===== src/rtl/uart_rx_stream.sv =====
// uart_rx_stream: receive-side glue between the RX pin, UartRxEn and the RX FIFO.
// Synchronizes the line and turns done/err pulses into single FIFO writes
// through a one-entry hold buffer. It also keeps saturating overrun and
// framing-error counts and raises an idle-timeout flag.
// Optional break detection: define UART_RX_BREAK_DETECT_EN.
module uart_rx_stream #(
    parameter int unsigned TIMEOUT_TICKS = 512,
    parameter int unsigned BREAK_TICKS   = 176,
    parameter int unsigned ERR_W         = 8
) (
    input  logic             CLK,
    input  logic             nRST,
    input  logic             clear,
    input  logic             rx_tick,
    input  logic             rx_in,
    output logic             rx_sync,
    input  logic             rx_done,
    input  logic             rx_err,
    input  logic [7:0]       rx_data,
    input  logic             fifo_full,
    input  logic             fifo_empty,
    output logic             fifo_wen,
    output logic [7:0]       fifo_wdata,
    output logic [ERR_W-1:0] overrun_cnt,
    output logic [ERR_W-1:0] frame_err_cnt,
    output logic             timeout_flag,
    input  logic             timeout_ack,
    output logic             break_flag
);

    localparam int unsigned IW = $clog2(TIMEOUT_TICKS + 1);
    localparam logic [IW-1:0] IDLE_MAX = IW'(TIMEOUT_TICKS);

    logic             sync1, sync2;
    logic             done_q, err_q;
    logic             cap_pend;
    logic             hold_valid;
    logic [7:0]       hold_data;
    logic [IW-1:0]    idle_cnt;
    logic             done_edge, err_edge, load;
    logic             ovr_inc, idle_set;

    // Edge qualification; an error edge suppresses a simultaneous capture
    always_comb begin
        done_edge  = rx_done && !done_q;
        err_edge   = rx_err && !err_q;
        load       = cap_pend;
        fifo_wen   = hold_valid && !fifo_full;
        fifo_wdata = hold_data;
        ovr_inc    = load && hold_valid && !fifo_wen;
        idle_set   = !load && !fifo_empty && rx_tick && (idle_cnt == IDLE_MAX - 1'b1);
    end

    assign rx_sync = sync2;

    // Two-flop line synchronizer, idle-high, untouched by clear
    always_ff @(posedge CLK or negedge nRST) begin
        if (!nRST) begin
            sync1 <= 1'b1;
            sync2 <= 1'b1;
        end else begin
            sync1 <= rx_in;
            sync2 <= sync1;
        end
    end

    // Pulse history, capture pipeline and hold buffer
    always_ff @(posedge CLK or negedge nRST) begin
        if (!nRST) begin
            done_q     <= 1'b0;
            err_q      <= 1'b0;
            cap_pend   <= 1'b0;
            hold_valid <= 1'b0;
            hold_data  <= '0;
        end else if (clear) begin
            done_q     <= 1'b0;
            err_q      <= 1'b0;
            cap_pend   <= 1'b0;
            hold_valid <= 1'b0;
            hold_data  <= '0;
        end else begin
            done_q   <= rx_done;
            err_q    <= rx_err;
            cap_pend <= done_edge && !err_edge;
            if (load) begin
                hold_valid <= 1'b1;
                hold_data  <= rx_data;
            end else if (fifo_wen) begin
                hold_valid <= 1'b0;
            end
        end
    end

    // Saturating overrun and framing-error counters
    always_ff @(posedge CLK or negedge nRST) begin
        if (!nRST) begin
            overrun_cnt   <= '0;
            frame_err_cnt <= '0;
        end else if (clear) begin
            overrun_cnt   <= '0;
            frame_err_cnt <= '0;
        end else begin
            if (ovr_inc && overrun_cnt != '1)
                overrun_cnt <= overrun_cnt + 1'b1;
            if (err_edge && frame_err_cnt != '1)
                frame_err_cnt <= frame_err_cnt + 1'b1;
        end
    end

    // Idle timeout: counter parks at its limit so an ack is not re-flagged
    always_ff @(posedge CLK or negedge nRST) begin
        if (!nRST) begin
            idle_cnt     <= '0;
            timeout_flag <= 1'b0;
        end else if (clear) begin
            idle_cnt     <= '0;
            timeout_flag <= 1'b0;
        end else begin
            if (load || fifo_empty)
                idle_cnt <= '0;
            else if (rx_tick && idle_cnt != IDLE_MAX)
                idle_cnt <= idle_cnt + 1'b1;
            if (idle_set)
                timeout_flag <= 1'b1;
            else if (timeout_ack)
                timeout_flag <= 1'b0;
        end
    end

`ifdef UART_RX_BREAK_DETECT_EN
    localparam int unsigned BW = $clog2(BREAK_TICKS + 1);
    localparam logic [BW-1:0] BRK_MAX = BW'(BREAK_TICKS);

    logic [BW-1:0] brk_cnt;
    logic          brk_flag_q;

    assign break_flag = brk_flag_q;

    // Break detector: counts low-sampled ticks, sticky flag until clear
    always_ff @(posedge CLK or negedge nRST) begin
        if (!nRST) begin
            brk_cnt    <= '0;
            brk_flag_q <= 1'b0;
        end else if (clear) begin
            brk_cnt    <= '0;
            brk_flag_q <= 1'b0;
        end else if (rx_sync) begin
            brk_cnt <= '0;
        end else if (rx_tick && brk_cnt != BRK_MAX) begin
            brk_cnt <= brk_cnt + 1'b1;
            if (brk_cnt == BRK_MAX - 1'b1)
                brk_flag_q <= 1'b1;
        end
    end
`else
    assign break_flag = 1'b0;
`endif

endmodule

===== config.mk =====
export PLATFORM = sky130hd
export DESIGN_NAME = uart_rx_stream
export DESIGN_NICKNAME = d
export VERILOG_FILES = /design/src/rtl/uart_rx_stream.sv
export SDC_FILE = /design/constraint.sdc
export NUM_CORES = 1
export LEC_CHECK = 0
export ABC_AREA = 1
export CORE_MARGIN = 5
export CORE_UTILIZATION = 55
export DETAILED_ROUTE_END_ITERATION = 10
export GPL_TIMING_DRIVEN = 0
export MAX_ROUTING_LAYER = met4
export PLACE_DENSITY = 0.92
export SLEW_MARGIN = 15
export SYNTH_ARGS = -nofsm -noshare
export SYNTH_HDL_FRONTEND = slang
export SYNTH_SLANG_ARGS = --single-unit
export TNS_END_PERCENT = 100

===== constraint.sdc =====
create_clock -name CLK -period 3.1 [get_ports CLK]
set_input_delay 0.775 -clock CLK [delete_from_list [all_inputs] [get_ports CLK]]
set_output_delay 0.775 -clock CLK [all_outputs]
set_load 0.03 [all_outputs]

# Word-level counts from Yosys, hierarchy flattened
# Index checks and enable logic that the tools add are counted.
totals:
  ff_bits: 41
  in_bits: 18
  output_inout_bits: 28
  wordCells: 62
classes:
  addsub: 3
  eq_ne: 4
  mux: 18
  reduce_logical: 26
op_table:
  columns: ["op", "n"]
  rows:
  - ["$mux W8", 6]
  - ["$mux W10", 3]
  - ["$add A8 B1 Y8 const B", 2]
  - ["$ne A8 B8 Y1 const B", 2]
  - ["$logic_and A1 B1 Y1", 12]
  - ["$add A10 B1 Y10 const B", 1]
  - ["$eq A10 B9 Y1 const B", 1]
  - ["$ne A10 B10 Y1 const B", 1]
  - ["$mux W1", 9]
  - ["$reduce_bool A3 Y1", 3]
  - ["$logic_not A1 Y1", 7]
  - ["$reduce_bool A2 Y1", 3]
  - ["$logic_or A1 B1 Y1", 1]

# Logic depth before layout (Yosys ltp)
logic_depth:
  depth_word: 7
  mapped_depth: 10

# Worst setup path before layout
# OpenSTA, ideal clock, no wires.
synth_timing:
  path_type: "input to output"
  start: "in fifo_full"
  end: "out fifo_wen"
  arrival_ns: 1.188
  required_time_ns: 2.325
  path_slack_ns: 1.137
  stages: 1
  n_path_buf: 0
  cell_sequence: "nor2_1"
synth_via:
  elab_chain_cells: 2
synth_rtl:
  columns: ["item", "line", "source"]
  rows:
  - ["start: declaration", "20", "input logic fifo_full,"]
  - ["$logic_not A1 Y1", "48", "fifo_wen = hold_valid && !fifo_full;"]
  - ["$logic_and A1 B1 Y1", "48", null]
  - ["end: declaration", "22", "output logic fifo_wen,"]
# No other way between the ends.

# Final worst setup path
# Same ends and word-level chain as after synthesis.

==> flow_summary.ini <==
[clocking]
clock_tree.buffer_depth = 2
ctsRootBufferMaster = sky130_fd_sc_hd__clkbuf_8
post_cts_resize_count = 0
cts_bufs_inserted = 5
post_cts_buffers = 0
worst_skew_late_latency_ns = 0.31
post_cts_hold_buffer_count = 0
clk_pin_slew_ns = 0.07
cts-htree-levels = 2
clock_sink_count = 41
clock_tree_from_tritoncts = built

[placed_design]
post-place-cells = 392
place_worst_setup_slack_ns = 0.2914
dp_hpwl_mm = 3.883
placement.io_buffers = 42
gpl.final_weighted_congestion = 0.8651

[sta]
grt_setup_unrepaired = no
setup_viol_count_final = 0
max_freq_ghz = 0.3582
final.period_utilization_pct = 90.07
setup_ws_ns = 0.3079
totalNegativeSetupSlack_ns = 0
hold_viol = 0
final.setup_skew_ns = 0.01444
post-route-min-period_ns = 2.792
final_max_slew_viol_count = 0

[critical_path]
timing.critical_path.required_ns = 2.32
critical_path_arrival_ns = 2.02
crit_path_end_kind = output pin
criticalPathCategory = in -> out
worstPathMaxFanout = 3
worstSetupStartpointType = primary input

[grt]
largest_net_degree_at_the_start_of_global_routing = 28
first_global_vias = 1950
global_route_wire_length_before_repair_mm = 8.694
global_route_usage_over_all_layers_pct = 20.90
antenna_violations_before_repair = 0
global_route.overflow_total = 0

[power]
switching_share_pct = 24.52
post-layout-total-power_mw = 1.103
power.switching_mw = 0.2704
power_density_over_the_cells_mw_per_mm2 = 375.8
share_seq_of_total_power_pct = 50.2
p_leak_nw = 1.443
pwr-share-comb_pct = 10.7
clkPwrFrac_pct = 39.2
internal_power_mw = 0.8321
ir_worst_vdd_mv = 0.2488

[layout]
synthToLayoutAreaGrowth_pct = 26.01
num_antenna_cells = 0
post_route_cells_drive_above_1_share_pct = 12.57
most-common-layout-cells = 103 x sky130_fd_sc_hd__nand2_1, 41 x sky130_fd_sc_hd__clkdlybuf4s50_1, 39 x sky130_fd_sc_hd__dfrtp_1
finalNonFillerCells = 400
leading_cell_type_in_the_layout_fill_and_taps_excluded = sky130_fd_sc_hd__nand2_1
layout.nets = 371

[logic_synthesis]
synth.yosys.seq_area_share_pct = 44.17
synth.area.top_cells = sky130_fd_sc_hd__dfrtp_1 42%, sky130_fd_sc_hd__nand2_1 17%, sky130_fd_sc_hd__nand3_1 6.7%
yosys.cell_types.count = 31
synth_fp_nets = 321
synthesis.area_mm2 = 0.002328
synth_top_cell_area_share_pct = 41.91
postSynthAreaPerCell_um2 = 7.788
synth.yosys.warnings = 0
yosys.area.top_type = sky130_fd_sc_hd__dfrtp_1
yosys_register_bits = 41
syn-instance-count = 299

[die]
placeableCoreArea_mm2 = 0.004058
fp-row-count = 23
initial_cell_density_of_the_core_pct = 57.39
die_x_um = 75.07
die-area_mm2 = 0.005635
io-pin-count = 46
chipHeight_um = 75.07

[detailed_routing]
viasPerCell = 5.220
routed-wl-met2_mm = 2.426
routed-via-count = 2088
detailedRoute.firstIterationViolations = 110
detailedRoute.firstPassIterationCount = 4
residual_drc_count = 0
wl_mm = 5.148
wirelength_met1_mm = 2.342
dr_wl_cell_um = 12.87
final_antenna_net_count = 0
met3RoutedLength_um = 301
top_signal_layer_used = met4

[flow_run]
max-cap-violations = 0

[status]
outcome = complete, no violations

[hold_path]
timing.hold.worst.class = reg -> reg
final timing paths:
path / slack (ns) / end / cells after the start / from
max: 0.31 / fifo_wen / 3 / fifo_full
min: 0.36 / rx_sync / 0 / sync1
max reg2reg: 1.58 / frame_err_cnt[6] / 7 / frame_err_cnt[0]
min reg2reg: 0.36 / rx_sync / 0 / sync1
max in group asynchronous: 2.19 / rx_sync / 2 / nRST
min in group asynchronous: 0.37 / overrun_cnt[4] / 1 / nRST
critical path, stage by stage:
cell and delay (ns):
sky130_fd_sc_hd__clkdlybuf4s50_1 0.43, sky130_fd_sc_hd__nor2_1 0.11, sky130_fd_sc_hd__clkdlybuf4s50_1 0.70
power by group through the flow:
stage	clock, mW	sequential, mW	combinational [mW]
4_1_cts	0.435	0.553	0.119
6_report	0.432	0.553	0.118
3_3_place_gp	0	0.563	0.114
2_1_floorplan	0	0.575	0.0494
5_1_grt	0.459	0.554	0.130
3_5_place_dp	0	0.563	0.119
metrics by stage:
stage | hold WS [ns] | utilization [%] | instance area, µm²
floorplan | 0.3452 | - | 2328
global placement | 0.3459 | 69.29 | 2811
detailed placement | 0.3472 | 69.66 | 2826
CTS | 0.3582 | 72.31 | 2934
global route | 0.3676 | 72.31 | 2934
finish | 0.3591 | 72.31 | 2934
synthesized netlist by cell type:
library cell               count
sky130_fd_sc_hd__nand2_4       3
sky130_fd_sc_hd__conb_1        1
sky130_fd_sc_hd__nand2_1     103
sky130_fd_sc_hd__ha_1          4
sky130_fd_sc_hd__buf_4         2
sky130_fd_sc_hd__nor3_2        1
sky130_fd_sc_hd__nor2_1       20
sky130_fd_sc_hd__or2_4         1
sky130_fd_sc_hd__xor2_1        1
sky130_fd_sc_hd__buf_2         3
sky130_fd_sc_hd__nand3_1      31
sky130_fd_sc_hd__nor3b_1       1
sky130_fd_sc_hd__buf_1         1
sky130_fd_sc_hd__nand4_1      19
sky130_fd_sc_hd__nor2_8        3
sky130_fd_sc_hd__inv_4         1
sky130_fd_sc_hd__o21ai_0       2
sky130_fd_sc_hd__nor3_1        3
sky130_fd_sc_hd__o21ai_1       2
sky130_fd_sc_hd__a21oi_4       2
sky130_fd_sc_hd__nand3b_1      2
sky130_fd_sc_hd__or2_2         4
sky130_fd_sc_hd__o21ai_2       1
sky130_fd_sc_hd__inv_2         2
sky130_fd_sc_hd__nor3_4        1
sky130_fd_sc_hd__a21oi_1       3
sky130_fd_sc_hd__dfrtp_1      39
sky130_fd_sc_hd__buf_6         2
sky130_fd_sc_hd__inv_1        32
sky130_fd_sc_hd__nor2_2        7
sky130_fd_sc_hd__dfstp_2       2
sequential cells by signal, summed over array words and instances (netlist names):
signal         flops
hold_valid         1
err_q              1
timeout_flag       1
sync1              1
idle_cnt          10
cap_pend           1
frame_err_cnt      8
done_q             1
overrun_cnt        8
rx_sync            1
fifo_wdata         8
layer usage:
layer,track usage [%],vias up
li1,-,1052
met1,27.03,970
met2,32.11,60
met3,4.940,6
met4,7.312,0
met5,-,-
logic make-up (layout without fill, tap and decap cells):
family	Yosys count	after routing	share of synthesized area, %
buffers and inverters	43	94	8.168
adder cells (fa/ha/maj)	4	4	2.149
AND/OR/NAND/NOR	199	199	41.70
other	1	1	0.1610
flip-flops	41	41	44.17
AO/OA/AOI/OAI	10	10	3.278
XOR/XNOR	1	1	0.3762
cell type report:
| type | count | area (µm²) |
|---|---|---|
| clock buffer | 6 | 72.57 |
| clock inverter | 2 | 35.03 |
| multi-input combinational | 215 | 1110 |
| fill | 297 | 1124 |
| inverter | 35 | 133.9 |
| timing repair buffer | 43 | 435.4 |
| tap | 50 | 62.56 |
| buffer | 8 | 56.30 |
| sequential | 41 | 1028 |
No activity file was read; power rests on OpenSTA's default activity.
